File: config.mk
export PLATFORM = sky130hd
export DESIGN_NAME = l3_bank_ctrl
export DESIGN_NICKNAME = d
export VERILOG_FILES = /design/src/rtl/l3_pkg.sv /design/src/rtl/l3_rsp_fifo.sv /design/src/rtl/l3_bank_ctrl.sv
export SDC_FILE = /design/constraint.sdc
export NUM_CORES = 1
export LEC_CHECK = 0
export CORE_AREA = 2 2 362 364
export DETAILED_ROUTE_END_ITERATION = 10
export DIE_AREA = 0 0 364 366
export HOLD_SLACK_MARGIN = 0.06
export PLACE_DENSITY = 0.3
export SYNTH_ARGS = -nofsm -noshare
export SYNTH_HDL_FRONTEND = slang
export SYNTH_SLANG_ARGS = --single-unit
File: constraint.sdc
create_clock -name clk -period 6.8 [get_ports clk]
set_clock_uncertainty 0.1 [all_clocks]
set_input_delay 0.68 -clock clk [delete_from_list [all_inputs] [get_ports clk]]
set_output_delay 0.68 -clock clk [all_outputs]
set_load 0.01 [all_outputs]
File: src/rtl/l3_pkg.sv
// l3_pkg - shared types and helpers for the L3 bank front-end.
//
// Contents:
//   L3_WORD_W / L3_RAM_AW / L3_BANK_W - RAM32 word width, word address width, bank index width
//   l3_bank() / l3_word()             - split a request address into bank index and word
//   l3_rsp_t                          - response entry {rdata, id, err} held in the response FIFO
package l3_pkg;

    localparam int L3_WORD_W   = 32;
    localparam int L3_RAM_AW   = 5;
    localparam int L3_BANK_W   = 4;
    localparam int L3_ADDR_W   = L3_BANK_W + L3_RAM_AW;
    // Widest tag a response entry can carry; narrower tags are zero-extended.
    localparam int L3_ID_MAX_W = 16;

    typedef struct packed {
        logic [L3_WORD_W-1:0]   rdata;
        logic [L3_ID_MAX_W-1:0] id;
        logic                   err;
    } l3_rsp_t;

    function automatic logic [L3_BANK_W-1:0] l3_bank(input logic [L3_ADDR_W-1:0] addr);
        return L3_BANK_W'(addr >> L3_RAM_AW);
    endfunction

    function automatic logic [L3_RAM_AW-1:0] l3_word(input logic [L3_ADDR_W-1:0] addr);
        return L3_RAM_AW'(addr);
    endfunction

endpackage

File: src/rtl/l3_rsp_fifo.sv
// l3_rsp_fifo - synchronous FIFO with occupancy count, any depth >= 2.
//
// Ports:
//   clk, rst_n          - clock, asynchronous active-low reset
//   push, push_data     - write one entry (never issued when full)
//   pop, pop_data       - head entry (zero while empty); pop never issued when empty
//   count               - number of entries held
module l3_rsp_fifo #(
    parameter int DEPTH = 3,
    parameter int WIDTH = 8
) (
    input  logic                       clk,
    input  logic                       rst_n,
    input  logic                       push,
    input  logic [WIDTH-1:0]           push_data,
    input  logic                       pop,
    output logic [WIDTH-1:0]           pop_data,
    output logic [$clog2(DEPTH+1)-1:0] count
);
    import l3_pkg::*;

    localparam int PTR_W = (DEPTH > 1) ? $clog2(DEPTH) : 1;

    logic [WIDTH-1:0] mem [DEPTH];
    logic [PTR_W-1:0] wr_ptr;
    logic [PTR_W-1:0] rd_ptr;

    // Explicit wrap at DEPTH-1 so non-power-of-2 depths never index past the array.
    function automatic logic [PTR_W-1:0] next_ptr(input logic [PTR_W-1:0] p);
        return (p == PTR_W'(DEPTH - 1)) ? '0 : p + 1'b1;
    endfunction

    always_ff @(posedge clk or negedge rst_n) begin
        if (!rst_n) begin
            wr_ptr <= '0;
            rd_ptr <= '0;
            count  <= '0;
        end else begin
            if (push) wr_ptr <= next_ptr(wr_ptr);
            if (pop)  rd_ptr <= next_ptr(rd_ptr);
            case ({push, pop})
                2'b10:   count <= count + 1'b1;
                2'b01:   count <= count - 1'b1;
                default: count <= count;
            endcase
        end
    end

    // Storage needs no reset: the empty-gating below hides stale entries.
    always_ff @(posedge clk) begin
        if (push) mem[wr_ptr] <= push_data;
    end

    assign pop_data = (count != '0) ? mem[rd_ptr] : '0;

endmodule

File: src/rtl/l3_bank_ctrl.sv
// l3_bank_ctrl - request front-end for the NUM_BANKS RAM32 macros of the L3 block.
//
// Ports:
//   clk, rst_n                        - clock (also every RAM32 CLK), async active-low reset
//   req_valid/req_ready               - request handshake
//   req_we, req_addr, req_wdata, req_id - request: write flag, {bank[8:5], word[4:0]}, data, tag
//   rsp_valid/rsp_ready               - response handshake
//   rsp_rdata, rsp_id, rsp_err        - read data (0 for writes/errors), echoed tag, bad-bank flag
//   ram_a, ram_d, ram_we, ram_q       - per-bank RAM32 A/D/WE/Q, bank b in slice b
module l3_bank_ctrl
    import l3_pkg::*;
#(
    parameter int NUM_BANKS = 12,
    parameter int RSP_DEPTH = 3,
    parameter int ID_W      = 4
) (
    input  logic                           clk,
    input  logic                           rst_n,
    input  logic                           req_valid,
    output logic                           req_ready,
    input  logic                           req_we,
    input  logic [8:0]                     req_addr,
    input  logic [L3_WORD_W-1:0]           req_wdata,
    input  logic [ID_W-1:0]                req_id,
    output logic                           rsp_valid,
    input  logic                           rsp_ready,
    output logic [L3_WORD_W-1:0]           rsp_rdata,
    output logic [ID_W-1:0]                rsp_id,
    output logic                           rsp_err,
    output logic [NUM_BANKS*L3_RAM_AW-1:0] ram_a,
    output logic [NUM_BANKS*L3_WORD_W-1:0] ram_d,
    output logic [NUM_BANKS-1:0]           ram_we,
    input  logic [NUM_BANKS*L3_WORD_W-1:0] ram_q
);

    localparam int CNT_W = $clog2(RSP_DEPTH + 1);

    logic                 accept;
    logic [L3_BANK_W-1:0] req_bank;
    logic [L3_RAM_AW-1:0] req_word;
    logic                 req_in_range;

    logic                 inflight_valid;
    logic                 inflight_we;
    logic [L3_BANK_W-1:0] inflight_bank;
    logic [ID_W-1:0]      inflight_id;
    logic                 inflight_err;

    logic [CNT_W-1:0]     fifo_count;
    logic [CNT_W:0]       occupancy;
    logic [L3_WORD_W-1:0] bank_q;
    l3_rsp_t              push_rsp;
    l3_rsp_t              head_rsp;
    logic                 unused_id_bits;

    assign req_bank     = l3_bank(req_addr);
    assign req_word     = l3_word(req_addr);
    assign req_in_range = ({1'b0, req_bank} < (L3_BANK_W + 1)'(NUM_BANKS));

    // Credits come only from registered state, so req_ready has no path from req_valid or rsp_ready.
    // Counting the in-flight entry guarantees its T1 push always finds room.
    assign occupancy = {1'b0, fifo_count} + (CNT_W + 1)'(inflight_valid);
    assign req_ready = (occupancy < (CNT_W + 1)'(RSP_DEPTH));
    assign accept    = req_valid && req_ready;

    // Only the addressed bank sees a non-zero A/D/WE, and only in the accept cycle.
    always_comb begin
        ram_a  = '0;
        ram_d  = '0;
        ram_we = '0;
        if (accept && req_in_range) begin
            for (int b = 0; b < NUM_BANKS; b++) begin
                if (req_bank == L3_BANK_W'(b)) begin
                    ram_a[b*L3_RAM_AW +: L3_RAM_AW] = req_word;
                    ram_d[b*L3_WORD_W +: L3_WORD_W] = req_wdata;
                    ram_we[b]                       = req_we;
                end
            end
        end
    end

    always_ff @(posedge clk or negedge rst_n) begin
        if (!rst_n) begin
            inflight_valid <= 1'b0;
            inflight_we    <= 1'b0;
            inflight_bank  <= '0;
            inflight_id    <= '0;
            inflight_err   <= 1'b0;
        end else begin
            inflight_valid <= accept;
            if (accept) begin
                inflight_we   <= req_we;
                inflight_bank <= req_bank;
                inflight_id   <= req_id;
                inflight_err  <= !req_in_range;
            end
        end
    end

    // Q of the bank accessed last cycle; out-of-range banks select nothing.
    always_comb begin
        bank_q = '0;
        for (int b = 0; b < NUM_BANKS; b++) begin
            if (inflight_bank == L3_BANK_W'(b)) bank_q = ram_q[b*L3_WORD_W +: L3_WORD_W];
        end
    end

    always_comb begin
        push_rsp       = '0;
        push_rsp.rdata = (inflight_we || inflight_err) ? '0 : bank_q;
        push_rsp.id    = L3_ID_MAX_W'(inflight_id);
        push_rsp.err   = inflight_err;
    end

    l3_rsp_fifo #(
        .DEPTH (RSP_DEPTH),
        .WIDTH ($bits(l3_rsp_t))
    ) u_rsp_fifo (
        .clk       (clk),
        .rst_n     (rst_n),
        .push      (inflight_valid),
        .push_data (push_rsp),
        .pop       (rsp_valid && rsp_ready),
        .pop_data  (head_rsp),
        .count     (fifo_count)
    );

    assign rsp_valid      = (fifo_count != '0);
    assign rsp_rdata      = head_rsp.rdata;
    assign rsp_id         = head_rsp.id[ID_W-1:0];
    assign rsp_err        = head_rsp.err;
    // Tag bits above ID_W are always zero.
    assign unused_id_bits = ^head_rsp.id;

endmodule

Word-level counts from Yosys, hierarchy flattened
Memory sizes are Yosys's and may differ from the RTL's.
Index checks and enable logic that the tools add are counted.
{"block": "totals", "ram_bits": 111, "regBits": 17, "elab_cells": 109, "inputBits": 434, "mem_count": 1, "output_inout_bits": 495}
{"name": "u_rsp_fifo.mem", "words": 3, "word_bits": 37, "rd": 1, "rd_ports_with_merged_regs": 0, "write_ports": 1, "line": "l3_rsp_fifo.sv:24", "rtl": "logic [WIDTH-1:0] mem [DEPTH];"}
{"block": "op_classes", "n_lt_le_gt_ge": 2, "n_reduce_logical": 9, "n_eq_ne": 26, "mux": 58, "n_addsub": 5}
{"op": "32-bit 2-to-1 mux", "n": 25}
{"op": "384-bit 2-to-1 mux", "n": 1}
{"op": "5-bit 2-to-1 mux", "n": 12}
{"op": "60-bit 2-to-1 mux", "n": 1}
{"op": "49-bit 2-to-1 mux", "n": 1}
{"op": "4-bit by 3-bit == test with 1-bit output, second input constant", "n": 8}
{"op": "4-bit == test, second input constant", "n": 8}
{"op": "4-bit by 2-bit == test with 1-bit output, second input constant", "n": 4}
{"op": "1-bit 2-to-1 mux", "n": 14}
{"op": "12-bit 2-to-1 mux", "n": 1}
{"op": "4-bit by 1-bit == test with 1-bit output, second input constant", "n": 2}
{"op": "4-bit logical NOT", "n": 2}
{"op": "2-bit by 1-bit adder with 2-bit output, second input constant", "n": 3}
{"op": "2-bit == test, second input constant", "n": 3}
{"op": "4-bit < comparator, second input constant", "n": 1}
{"op": "2-bit 2-to-1 mux", "n": 2}
{"op": "2-bit one-hot mux with 2 select lines", "n": 1}
{"op": "2-bit nonzero test", "n": 2}
{"op": "2-bit by 1-bit adder with 3-bit output", "n": 1}
{"op": "1-bit logical AND", "n": 3}
{"op": "3-bit by 2-bit < comparator with 1-bit output, second input constant", "n": 1}
{"op": "2-bit by 1-bit == test with 1-bit output, second input constant", "n": 1}
{"op": "2-bit by 1-bit subtractor with 2-bit output, second input constant", "n": 1}
{"op": "1-bit logical NOT", "n": 1}
{"op": "1-bit logical OR", "n": 1}

Logic depth before layout (Yosys ltp)
{"block": "depth", "depth_word": 14, "depth_mapped": 10, "ltp_nobuf": 8}

Cells and area by module
A second synthesis with hierarchy kept.
{"block": "unflattened", "cells_unflattened": 1520, "area_unflattened_um2": 12809.8}
{"module": "l3_bank_ctrl", "cells_per_inst": 1185, "area_each_um2": 6545.0, "n_inst": 1, "seq_area_each_um2": 275.3}
{"module": "l3_rsp_fifo", "cells_per_inst": 335, "area_each_um2": 6264.8, "n_inst": 1, "seq_area_each_um2": 4564.4}

Worst setup path before layout
No wires, ideal clock.
{"block": "synth_timing", "path_type": "register -> register", "start": "register inflight_valid", "end": "memory u_rsp_fifo.mem[2][0] in the netlist's numbering (enable)", "t_arrival_ns": 3.183, "setup_ns": 0.485, "slack_ns": 3.032, "stages_incl_launch_ff": 3, "required_ns": 6.215, "cell_sequence": "dfrtp_1 -> inv_1 -> nor3b_1"}
{"block": "synth_between", "elab_chain_cells": 2}
{"element": "from (decl)", "line": "l3_bank_ctrl.sv:43", "rtl": "logic inflight_valid;"}
{"element": "from (signal assigned)", "line": "l3_bank_ctrl.sv:90", "rtl": "inflight_valid <= accept;"}
{"element": "1-bit 2-to-1 mux", "line": "l3_rsp_fifo.sv:51", "rtl": "if (push) mem[wr_ptr] <= push_data;"}
{"element": "1-bit 2-to-1 mux (implied by the code)", "line": "l3_rsp_fifo.sv:51"}
{"element": "to (decl)", "line": "l3_rsp_fifo.sv:24"}
Every way passes these cells.

Worst setup path after layout
{"block": "layout_timing", "start": "register u_rsp_fifo.count[0]", "end": "output ram_d[198]"}
{"block": "layout_between", "elab_chain_cells": 5}
{"element": "from (decl)", "line": "l3_rsp_fifo.sv:18", "rtl": "output logic [$clog2(DEPTH+1)-1:0] count"}
{"element": "from (signal assigned)", "line": "l3_rsp_fifo.sv:42", "rtl": "2'b10: count <= count + 1'b1;"}
{"element": "from (signal assigned)", "line": "l3_rsp_fifo.sv:43", "rtl": "2'b01: count <= count - 1'b1;"}
{"element": "from (signal assigned)", "line": "l3_rsp_fifo.sv:44", "rtl": "default: count <= count;"}
{"element": "2-bit by 1-bit adder with 3-bit output", "line": "l3_bank_ctrl.sv:62", "rtl": "assign occupancy = {1'b0, fifo_count} + (CNT_W + 1)'(inflight_valid);"}
{"element": "3-bit by 2-bit < comparator with 1-bit output", "line": "l3_bank_ctrl.sv:63", "rtl": "assign req_ready = (occupancy < (CNT_W + 1)'(RSP_DEPTH));"}
{"element": "1-bit logical AND", "line": "l3_bank_ctrl.sv:64", "rtl": "assign accept = req_valid && req_ready;"}
{"element": "1-bit logical AND", "line": "l3_bank_ctrl.sv:71", "rtl": "if (accept && req_in_range) begin"}
{"element": "384-bit 2-to-1 mux", "line": "l3_bank_ctrl.sv:71"}
{"element": "to (decl)", "line": "l3_bank_ctrl.sv:31", "rtl": "output logic [NUM_BANKS*L3_WORD_W-1:0] ram_d,"}
Every way passes these cells.

==> impl_metrics.toml <==
[logic_synthesis]
synthArstFlopShare = 0.133
seq_area_frac_synth = 0.335
synth_cells = 1529
ys_ff_latch = 128
synth_fp_nets = 1966
synth_edf_count = 111
yosysUniqueCellTypes = 64
yosysWarningCount = 0
netlist_area_sq_um = 11200
syn_avg_cell_area_sq_um = 7.33
synthFlopType = "edfxtp_1"

[sta]
drv_slew = 0
final-hold-violation-count = 0
setup_tns_ps = 0
tightest_slew_ps = 1210
maxSlewHeadroom = 0.194
setup_slack_ps = 1580
fin_crit_sh = 0.768
max_freq_mhz = 192
setup_violations = 0
min_period_ps = 5220
rsz0062_at_grt = "false"

[power]
cellLeakagePower_nw = 7.19
swShare = 0.516
p_int_mw = 3.41
p_seq_frac = 0.226
ir_drop_v = 0.000162
clkPwrFrac = 0.135
p_sw_mw = 3.63
power.total_mw = 7.04
combPwrFrac = 0.639
power_density_nw_per_um2 = 308

[floorplan]
die_w_microns = 364
fp.coreArea_sq_um = 129000
num_rows = 132
fp.dieArea_sq_um = 133000
initial_core_util = 0.0869
io_pins = 929
fp.dieH_microns = 366

[routing]
drt_wl_total_mm = 101
drc_errors = 0
drt_first_pass_iters = 5
vias = 14900
drtIter0Drc = 920
vias_per_cell = 3.64
wl_per_cell_microns = 24.8
ant_nets = 0

[clocking]
numCtsBuffers = 17
clk_pin_slew_ps = 70
cts_root_buf = "clkbuf_16"
cts_resized = 0
post_cts_buffers = 0
cts_buffer_depth = 2
cts_tree = "done"
hold_buffers = 0
h-tree-depth = 4
clk_latency_ps = 440
clock-sinks = 128

[critical_path]
path_delay_family = "simple AND/OR/NAND/NOR gates"
criticalPathCategory = "register to primary output"
cp_slowest_cell = "a21oi_4"
crit_chain = "ha_1, ha_1, a21oi_1, nand2_1, a21oi_4, buf_4, nand2_1, nor2_1, clkdlybuf4s50_1"
cpPeakStageDelay_ps = 690
critPathCaptureType = "primary output"
critPathLaunch = "u_rsp_fifo.count[0]"
cp.required_ps = 6020
worstReg2RegStart = "inflight_bank[3]"
crit_buf_inv = 2
crit_path_max_fanout = 23
start_kind = "register"
arrival_ps = 4440

[worst_hold_path]
hold_path.class = "register to register"
min-delay-start = "inflight_id[1]"

[cells_and_area]
final_nets = 2769
drive_gt1_frac = 0.0652
syn_to_final_growth_pct = 104
final_cell_mix = "clkdlybuf4s50_1, nor2_1, a21oi_1, edfxtp_1, mux2i_1"
final_common_cell = "clkdlybuf4s50_1"
fill_cells = 14500

[global_routing]
grt_max_degree = 82
grt_overflow_total = 0
grt_pass1_vias = 15900
grt_first_pass_wirelength_mm = 136
grt_usage = 0.145
antenna_found_initial = 11

[place]
routabilityCongestion = 0.801
io_buffers = 928
hpwlAfterDp_mm = 79.8
dp_slack_ps = 1740

[job]
drv_cap = 0

[status]
status = "complete, no violations"
[layout make-up]
| type | instances | area, sq um | area share |
|---|---|---|---|
| antenna | 3 | 7.51 | 0.000329 |
| clock buffer | 17 | 425 | 0.0186 |
| clock inverter | 15 | 173 | 0.00756 |
| inverter | 7 | 26.3 | 0.00115 |
| multi-input combinational | 1215 | 6680 | 0.292 |
| sequential | 128 | 3770 | 0.165 |
| tap | 1742 | 2180 | 0.0954 |
| timing repair buffer | 963 | 9580 | 0.419 |
[worst register-to-register path, stage by stage, from the launching register on]
cell,delay (ps)
dfrtp_1,720
buf_4,410
and2b_4,460
nand2_1,620
nor2_1,590
a222oi_1,190
a221oi_1,590
[per-stage QoR]
step	util	instances	instance area, sq um	hold slack [ps]
4_1_cts	0.177	4087	22800	418
3_3_place_gp	0.172	4055	22200	387
5_1_grt	0.177	4090	22800	443
3_5_place_dp	0.172	4055	22200	402
2_1_floorplan	-	1529	11200	284
6_report	0.177	4090	22800	414
[power by group through the flow]
stage	sequential [mW]	clock (mW)	combinational, mW
4_1_cts	1.60	0.984	4.68
3_5_place_dp	1.62	0	4.66
5_1_grt	1.63	1.02	4.88
6_report	1.59	0.948	4.50
3_3_place_gp	1.61	0	4.66
2_1_floorplan	1.31	0	2.51
[cells in the mapped netlist (6+ instances only)]
library cell	count	area share
a21o_1	6	0.0040
buf_2	54	0.024
nor2_1	560	0.19
edfxtp_1	111	0.30
nor3_1	21	0.0094
o21ai_0	71	0.032
a221oi_1	20	0.016
nand2_1	84	0.028
o21a_1	7	0.0047
buf_4	18	0.012
and2_1	8	0.0045
buf_1	22	0.0074
inv_1	7	0.0023
nand2b_1	21	0.012
a21oi_1	112	0.050
nor2b_1	12	0.0067
o211ai_1	20	0.013
mux2_2	33	0.033
mux2i_1	78	0.070
clkbuf_1	80	0.027
nand3b_1	19	0.013
dfrtp_1	17	0.038
o22ai_1	37	0.021
nand3_1	12	0.0054
a31oi_1	16	0.0089
a211oi_1	13	0.0087
[per-layer routing]
metal / vias to the layer above / GRT usage / wire length [microns]
met5: - / 0 / 34
met4: 6 / 0.0331 / 2040
met3: 69 / 0.0288 / 5760
met2: 608 / 0.282 / 54600
met1: 7327 / 0.159 / 38800
li1: 6885 / - / -
[worst paths after layout]
path	end	slack (ps)	cells after the start
hold reg to reg	u_rsp_fifo.mem[2][2]	410	0
hold / removal	u_rsp_fifo.mem[2][2]	410	0
setup reg to reg	u_rsp_fifo.mem[2][31]	2830	6
min in group asynchronous	inflight_bank[3]	550	2
setup / recovery	ram_d[198]	1580	9
max in group asynchronous	u_rsp_fifo.rd_ptr[1]	5760	2
[flip-flops by register name, indices dropped and copies added (netlist names)]
signal / count
u_rsp_fifo.count: 2
u_rsp_fifo.mem: 111
inflight_valid: 1
u_rsp_fifo.wr_ptr: 2
inflight_err: 1
inflight_id: 4
inflight_bank: 4
u_rsp_fifo.rd_ptr: 2
inflight_we: 1
[cells by family (layout without fill, tap and decap cells)]
group                      count (synthesis)  in the layout  share of synthesized area
buffers and inverters                    186           1002                     0.0780
AOI/OAI and AO/OA                        340            340                      0.189
other                                      0              3                          0
muxes                                    115            115                      0.111
xor gates and xnor gates                   3              3                    0.00234
DFF                                      128            128                      0.335
and+or+nand+nor                          754            754                      0.281
adders and majority gates                  3              3                    0.00335
Power figures use the tool's default switching activity.
